===== config.mk =====
export PLATFORM = sky130hd
export DESIGN_NAME = three_sweep_ctrl
export DESIGN_NICKNAME = d
export VERILOG_FILES = /design/src/rtl/three_sweep_pkg.sv /design/src/rtl/three_sweep_cmp.sv /design/src/rtl/three_sweep_ctrl.sv
export SDC_FILE = /design/constraint.sdc
export NUM_CORES = 1
export LEC_CHECK = 0
export ABC_AREA = 1
export BUFFER_PORTS_ARGS = -buffer_cell sky130_fd_sc_hd__buf_2
export CAP_MARGIN = 20
export CORE_MARGIN = 8
export CORE_UTILIZATION = 45
export CTS_CLUSTER_DIAMETER = 40
export DETAILED_ROUTE_END_ITERATION = 8
export GPL_TIMING_DRIVEN = 0
export PLACE_DENSITY_LB_ADDON = 0.2
export SLEW_MARGIN = 20
export SYNTH_ARGS = -nofsm -noshare
export SYNTH_HDL_FRONTEND = slang
export SYNTH_SLANG_ARGS = --single-unit

===== constraint.sdc =====
create_clock -name clk -period 1.6 [get_ports clk]
set_input_delay 0.16 -clock clk [delete_from_list [all_inputs] [get_ports clk]]
set_output_delay 0.16 -clock clk [all_outputs]
set_load 0.005 [all_outputs]

===== src/rtl/three_sweep_pkg.sv =====
// Shared types and sizes for the three_sweep_ctrl truth-table sweeper.
package three_sweep_pkg;

  localparam int NUM_VEC = 16;
  localparam int IDX_W   = 4;

  typedef enum logic [1:0] {
    ST_IDLE   = 2'd0,
    ST_DRIVE  = 2'd1,
    ST_SAMPLE = 2'd2,
    ST_DONE   = 2'd3
  } state_t;

endpackage


===== src/rtl/three_sweep_cmp.sv =====
// Sample-time comparator and first-mismatch latch; instantiated by
// three_sweep_ctrl only when THREE_SWEEP_CMP_EN is defined.
module three_sweep_cmp
  import three_sweep_pkg::*;
(
  input  logic             clk,
  input  logic             rst_n,
  input  logic             i_clr,
  input  logic             i_sample,
  input  logic [IDX_W-1:0] i_idx,
  input  logic             i_f1,
  input  logic             i_f2,
  input  logic             i_exp_f1,
  input  logic             i_exp_f2,
  output logic             o_err,
  output logic [IDX_W-1:0] o_err_idx
);

  logic             r_err;
  logic [IDX_W-1:0] r_err_idx;
  logic             w_miss;

  assign w_miss = (i_f1 != i_exp_f1) || (i_f2 != i_exp_f2);

  // Once r_err is set the index is frozen, so only the first bad vector is kept.
  always_ff @(posedge clk or negedge rst_n) begin
    if (!rst_n) begin
      r_err     <= 1'b0;
      r_err_idx <= '0;
    end else if (i_clr) begin
      r_err     <= 1'b0;
      r_err_idx <= '0;
    end else if (i_sample && w_miss && !r_err) begin
      r_err     <= 1'b1;
      r_err_idx <= i_idx;
    end
  end

  assign o_err     = r_err;
  assign o_err_idx = r_err_idx;

endmodule


===== src/rtl/three_sweep_ctrl.sv =====
// Sweeps the 16 input vectors of an external `three` block and captures F1/F2
// truth tables. Define THREE_SWEEP_CMP_EN to add golden-table comparison.
module three_sweep_ctrl
  import three_sweep_pkg::*;
#(
  parameter int SETTLE_CYC = 1
)
(
  input  logic                clk,
  input  logic                rst_n,
  input  logic                start,
  input  logic                abort,
  input  logic                f1_in,
  input  logic                f2_in,
  input  logic [NUM_VEC-1:0]  exp_f1,
  input  logic [NUM_VEC-1:0]  exp_f2,
  output logic                vec_a,
  output logic                vec_b,
  output logic                vec_c,
  output logic                vec_d,
  output logic                busy,
  output logic                done,
  output logic                tab_valid,
  output logic [NUM_VEC-1:0]  f1_tab,
  output logic [NUM_VEC-1:0]  f2_tab,
  output logic                err,
  output logic [IDX_W-1:0]    err_idx
);

  localparam logic [3:0]       SETTLE_LAST = 4'(SETTLE_CYC - 1);
  localparam logic [IDX_W-1:0] LAST_IDX    = IDX_W'(NUM_VEC - 1);

  state_t             r_state;
  logic [IDX_W-1:0]   r_idx;
  logic [3:0]         r_cnt;
  logic               r_busy;
  logic               r_done;
  logic               r_tab_valid;
  logic [NUM_VEC-1:0] r_f1_tab;
  logic [NUM_VEC-1:0] r_f2_tab;

  // NOTE: all state uses non-blocking assignments so every register sees pre-edge values.
  always_ff @(posedge clk or negedge rst_n) begin
    if (!rst_n) begin
      r_state     <= ST_IDLE;
      r_idx       <= '0;
      r_cnt       <= '0;
      r_busy      <= 1'b0;
      r_done      <= 1'b0;
      r_tab_valid <= 1'b0;
      // NOTE: the tables are plain flop banks, so they take the async reset too.
      r_f1_tab    <= '0;
      r_f2_tab    <= '0;
    end else begin
      r_done <= 1'b0;
      case (r_state)
        ST_IDLE: begin
          if (start) begin
            r_state     <= ST_DRIVE;
            r_idx       <= '0;
            r_cnt       <= '0;
            r_busy      <= 1'b1;
            r_tab_valid <= 1'b0;
          end
        end
        ST_DRIVE: begin
          if (abort) begin
            r_state     <= ST_IDLE;
            r_busy      <= 1'b0;
            r_tab_valid <= 1'b0;
          end else if (r_cnt == SETTLE_LAST) begin
            r_state <= ST_SAMPLE;
            r_cnt   <= '0;
          end else begin
            r_cnt <= r_cnt + 4'd1;
          end
        end
        ST_SAMPLE: begin
          // Abort wins over the capture: an aborted SAMPLE writes nothing.
          if (abort) begin
            r_state     <= ST_IDLE;
            r_busy      <= 1'b0;
            r_tab_valid <= 1'b0;
          end else begin
            r_f1_tab[r_idx] <= f1_in;
            r_f2_tab[r_idx] <= f2_in;
            if (r_idx == LAST_IDX) begin
              r_state <= ST_DONE;
            end else begin
              r_idx   <= r_idx + IDX_W'(1);
              r_state <= ST_DRIVE;
            end
          end
        end
        ST_DONE: begin
          r_state     <= ST_IDLE;
          r_done      <= 1'b1;
          r_busy      <= 1'b0;
          r_tab_valid <= 1'b1;
        end
        default: r_state <= ST_IDLE;
      endcase
    end
  end

  assign {vec_a, vec_b, vec_c, vec_d} = (r_state == ST_IDLE) ? '0 : r_idx;

  assign busy      = r_busy;
  assign done      = r_done;
  assign tab_valid = r_tab_valid;
  assign f1_tab    = r_f1_tab;
  assign f2_tab    = r_f2_tab;

`ifdef THREE_SWEEP_CMP_EN
  logic w_start_acc;
  logic w_sample;

  assign w_start_acc = (r_state == ST_IDLE) && start;
  assign w_sample    = (r_state == ST_SAMPLE) && !abort;

  three_sweep_cmp u_cmp (
    .clk       (clk),
    .rst_n     (rst_n),
    .i_clr     (w_start_acc),
    .i_sample  (w_sample),
    .i_idx     (r_idx),
    .i_f1      (f1_in),
    .i_f2      (f2_in),
    .i_exp_f1  (exp_f1[r_idx]),
    .i_exp_f2  (exp_f2[r_idx]),
    .o_err     (err),
    .o_err_idx (err_idx)
  );
`else
  logic w_unused_exp;
  assign w_unused_exp = ^{exp_f1, exp_f2};
  assign err          = 1'b0;
  assign err_idx      = '0;
`endif

endmodule


==> run summary <==
OUTCOME
----------------------------------------------------------------------------------------
Status                                                                      finished clean

RUN
----------------------------------------------------------------------------------------
Maximum capacitance violations                                                         0

FINISH
----------------------------------------------------------------------------------------
Non-Filler Cell Area, Final                                                    2660 um^2
Proportion of layout cells with a drive suffix above 1                             23.2%
Ant diodes                                                                             0
Signed area change from the synthesized netlist to the final layout                21.4%
Final Net Count                                                                      374

STA
----------------------------------------------------------------------------------------
Final cycle utilization of the critical path                                       95.2%
Slew @ Worst Pin                                                                  568 ps
Worst setup slack after layout                                                   76.7 ps
Minimum period implied by the final worst setup slack                            1520 ps
Clock Skews                                                                      4.20 ps
Post-route worst hold slack                                                       105 ps
Unrepaired setup endpoints after global routing                                     true
Upper clock frequency limit                                                      656 MHz
Worst slew slack as a fraction of its limit                                        62.2%
Fin. max-slew vios                                                                     0
Total negative slack                                                                0 ps
Final hold violations                                                                  0
Setup violations, final                                                                0

FLOORPLAN
----------------------------------------------------------------------------------------
DIE AREA                                                                       7350 um^2
Starting density of the core                                                       46.4%
Core Footprint                                                                 4720 um^2
Number of primary I/O pins                                                            82
Die height                                                                       85.8 um
# rows                                                                                25
Width of the die                                                                 85.8 um

LOGIC SYNTHESIS
----------------------------------------------------------------------------------------
Dominant register cell in the synthesized netlist                           sky130_fd_sc_hd__dfrtp_1
Yosys reg bits                                                                        45
Cell variety after synth                                                              20
Top-count cell post-synth                                                   sky130_fd_sc_hd__nand2_1
Sequential cell area fraction in the yosys report                                  51.4%
Largest area contributor in the netlist                                     sky130_fd_sc_hd__dfrtp_1
Cell types with the highest counts after synthesis                          sky130_fd_sc_hd__nand2_1, sky130_fd_sc_hd__dfrtp_1, sky130_fd_sc_hd__o21ai_0, sky130_fd_sc_hd__nor2_1, sky130_fd_sc_hd__inv_1
Area share of the largest cell type after synthesis                                51.4%
Post-Syn Instances                                                                   268
Synthesis Warnings                                                                     0
Count of flip-flops with a built-in enable after synthesis                             0
Share of async-settable or async-resettable flops after synthesis                   100%
Top cells by area in the synthesized netlist                                sky130_fd_sc_hd__dfrtp_1, sky130_fd_sc_hd__nand2_1, sky130_fd_sc_hd__o21ai_0
Mapped Area                                                                    2190 um^2
Average cell area after synthesis                                              8.17 um^2

PWR
----------------------------------------------------------------------------------------
Power per unit of standard cell area                                        1200 nW/um^2
Leakage power summed over all cells                                              1.51 nW
Maximum vdd drop                                                              0.000706 V

CRITICAL PATH
----------------------------------------------------------------------------------------
Critical Path Source Type                                                      flip-flop
Required time of the critical path                                               1440 ps
Category of the worst setup path capture point                               output port
Critical path arrival                                                            1360 ps
Setup CP Type                                                                    reg2out
Max Fanout on Critical Path                                                            9

GLOBAL ROUTE
----------------------------------------------------------------------------------------
Aggregate global routing overflow                                                      0
Wire length of the first global-routing pass                                     8.43 mm
Vias in the first global route                                                      1830
Antenna violations before repair                                                       0
Largest net degree at the start of global routing                                     46
Total track usage                                                                  14.2%

DETAILED ROUTING
----------------------------------------------------------------------------------------
Total routed wirelength                                                          5.00 mm
Number of search-and-repair iterations in the first detailed-routing pass              4
Via Count                                                                           1873
ANT nets after route                                                                   0
Post-detailed-route DRC marker count                                                   0
Number of DRC violations after detailed-routing iteration 0                           81
Routed WL per cell                                                               12.7 um
Post-detailed-route via-to-cell ratio                                               4.75

CLOCK TREE
----------------------------------------------------------------------------------------
Buffer depth of the longest clock path                                                 2
Clock H-tree levels                                                                    2
Clock tree root driver cell                                                 sky130_fd_sc_hd__clkbuf_8
Clock latency on the worst-skew pair                                              290 ps
Sink Count                                                                            45
Clock transition at path regs                                                      80 ps
TritonCTS clock tree                                                               built
Number of buffers created by CTS                                                       5

PLACED DESIGN
----------------------------------------------------------------------------------------
Total of buffers placed on input and output ports                                     44
Post-Place Worst Slack                                                          -18.4 ps
Area after DPL                                                                 2510 um^2
Half-perimeter wire length after detailed placement                              3.67 mm
Gpl congestion                                                                     0.774

WORST HOLD PATH
----------------------------------------------------------------------------------------
Hold Crit Class                                                                   in2reg

[metal layers]
metal	wire length [um]	vias up	global-route usage, %
li1	-	960	-
met1	2360	870	17.0
met2	2270	36	22.8
met3	269	7	4.39
met4	98	0	6.53
met5	0	-	0
[flip-flops by register name, indices dropped and copies added, names as in the netlist]
name       flops
f1_tab        16
f2_tab        16
r_cnt          4
r_idx          4
r_state        2
busy           1
done           1
tab_valid      1
[worst max-delay path, stage by stage, from the launching register on]
cell,delay [ps]
sky130_fd_sc_hd__dfrtp_1,390
sky130_fd_sc_hd__inv_1,70
sky130_fd_sc_hd__ha_1,180
sky130_fd_sc_hd__buf_4,170
sky130_fd_sc_hd__nor2_1,130
sky130_fd_sc_hd__buf_2,130
[per-stage QoR]
step / power [mW] / utilization [%] / std cells
after floorplan: 2.04 / - / 272
after global placement: 2.33 / 53.1 / 383
after detailed placement: 2.37 / 53.1 / 383
after CTS: 3.17 / 55.5 / 392
after global routing: 3.41 / 56.3 / 394
final: 3.19 / 56.3 / 394
[final cells by class]
| cell class | count | area, um^2 |
|---|---|---|
| Clock inverter | 1 | 5.00 |
| Multi-Input combinational cell | 197 | 957 |
| Sequential cell | 45 | 1130 |
| Inverter | 18 | 67.6 |
| Tap cell | 67 | 83.8 |
| Clock buffer | 7 | 96.3 |
| Timing Repair Buffer | 47 | 248 |
| Fill cell | 456 | 2070 |
| Buffer | 12 | 73.8 |
[worst paths after layout]
check,startpoint,end,slack [ps],cells past startpoint
min in group asynchronous,rst_n,f2_tab[3],400,2
min,f2_in,f2_tab[4],100,3
max in group asynchronous,rst_n,f2_tab[6],820,2
min reg2reg,tab_valid,tab_valid,480,2
max reg2reg,r_state[0],f2_tab[5],80,8
max,r_state[1],vec_b,80,5
[timing repair]
item,4_1_cts,5_1_grt
setup buffers,1,1
hold buffers,0,1
endpoints found under the hold margin,0,45
gates resized for setup,1,16
pin swaps,0,2
endpoints found under the setup margin,8,43
[layout by cell type, fill, tap and decap left out, drive strengths merged]
master       count
clkbuf          10
inv             18
a21oi            2
nand4            2
nor2            24
o21ai           41
nand2           97
ha              10
nor3             1
nand3b           1
xor2             1
buf             55
clkinv           1
conb             5
dlygate4sd3      1
dfrtp           45
nand3           13
[power by group]
part / internal (mW) / leakage (nW) / total, mW / switching, mW
Clock: 0.391 / 0.0542 / 0.772 / 0.381
Combinational: 0.365 / 0.838 / 1.01 / 0.647
Sequential: 1.28 / 0.621 / 1.41 / 0.127
Total: 2.04 / 1.51 / 3.19 / 1.16
[logic make-up after synthesis]
family / after synthesis / synth area share (%)
adders and majority gates: 10 / 5.71
AOI/OAI and AO/OA: 43 / 10.0
and+or+nand+nor: 138 / 25.9
buffers and inverters: 30 / 6.34
xor gates and xnor gates: 1 / 0.400
other: 1 / 0.171
DFF: 45 / 51.4
(Power assumes the default switching activity.)
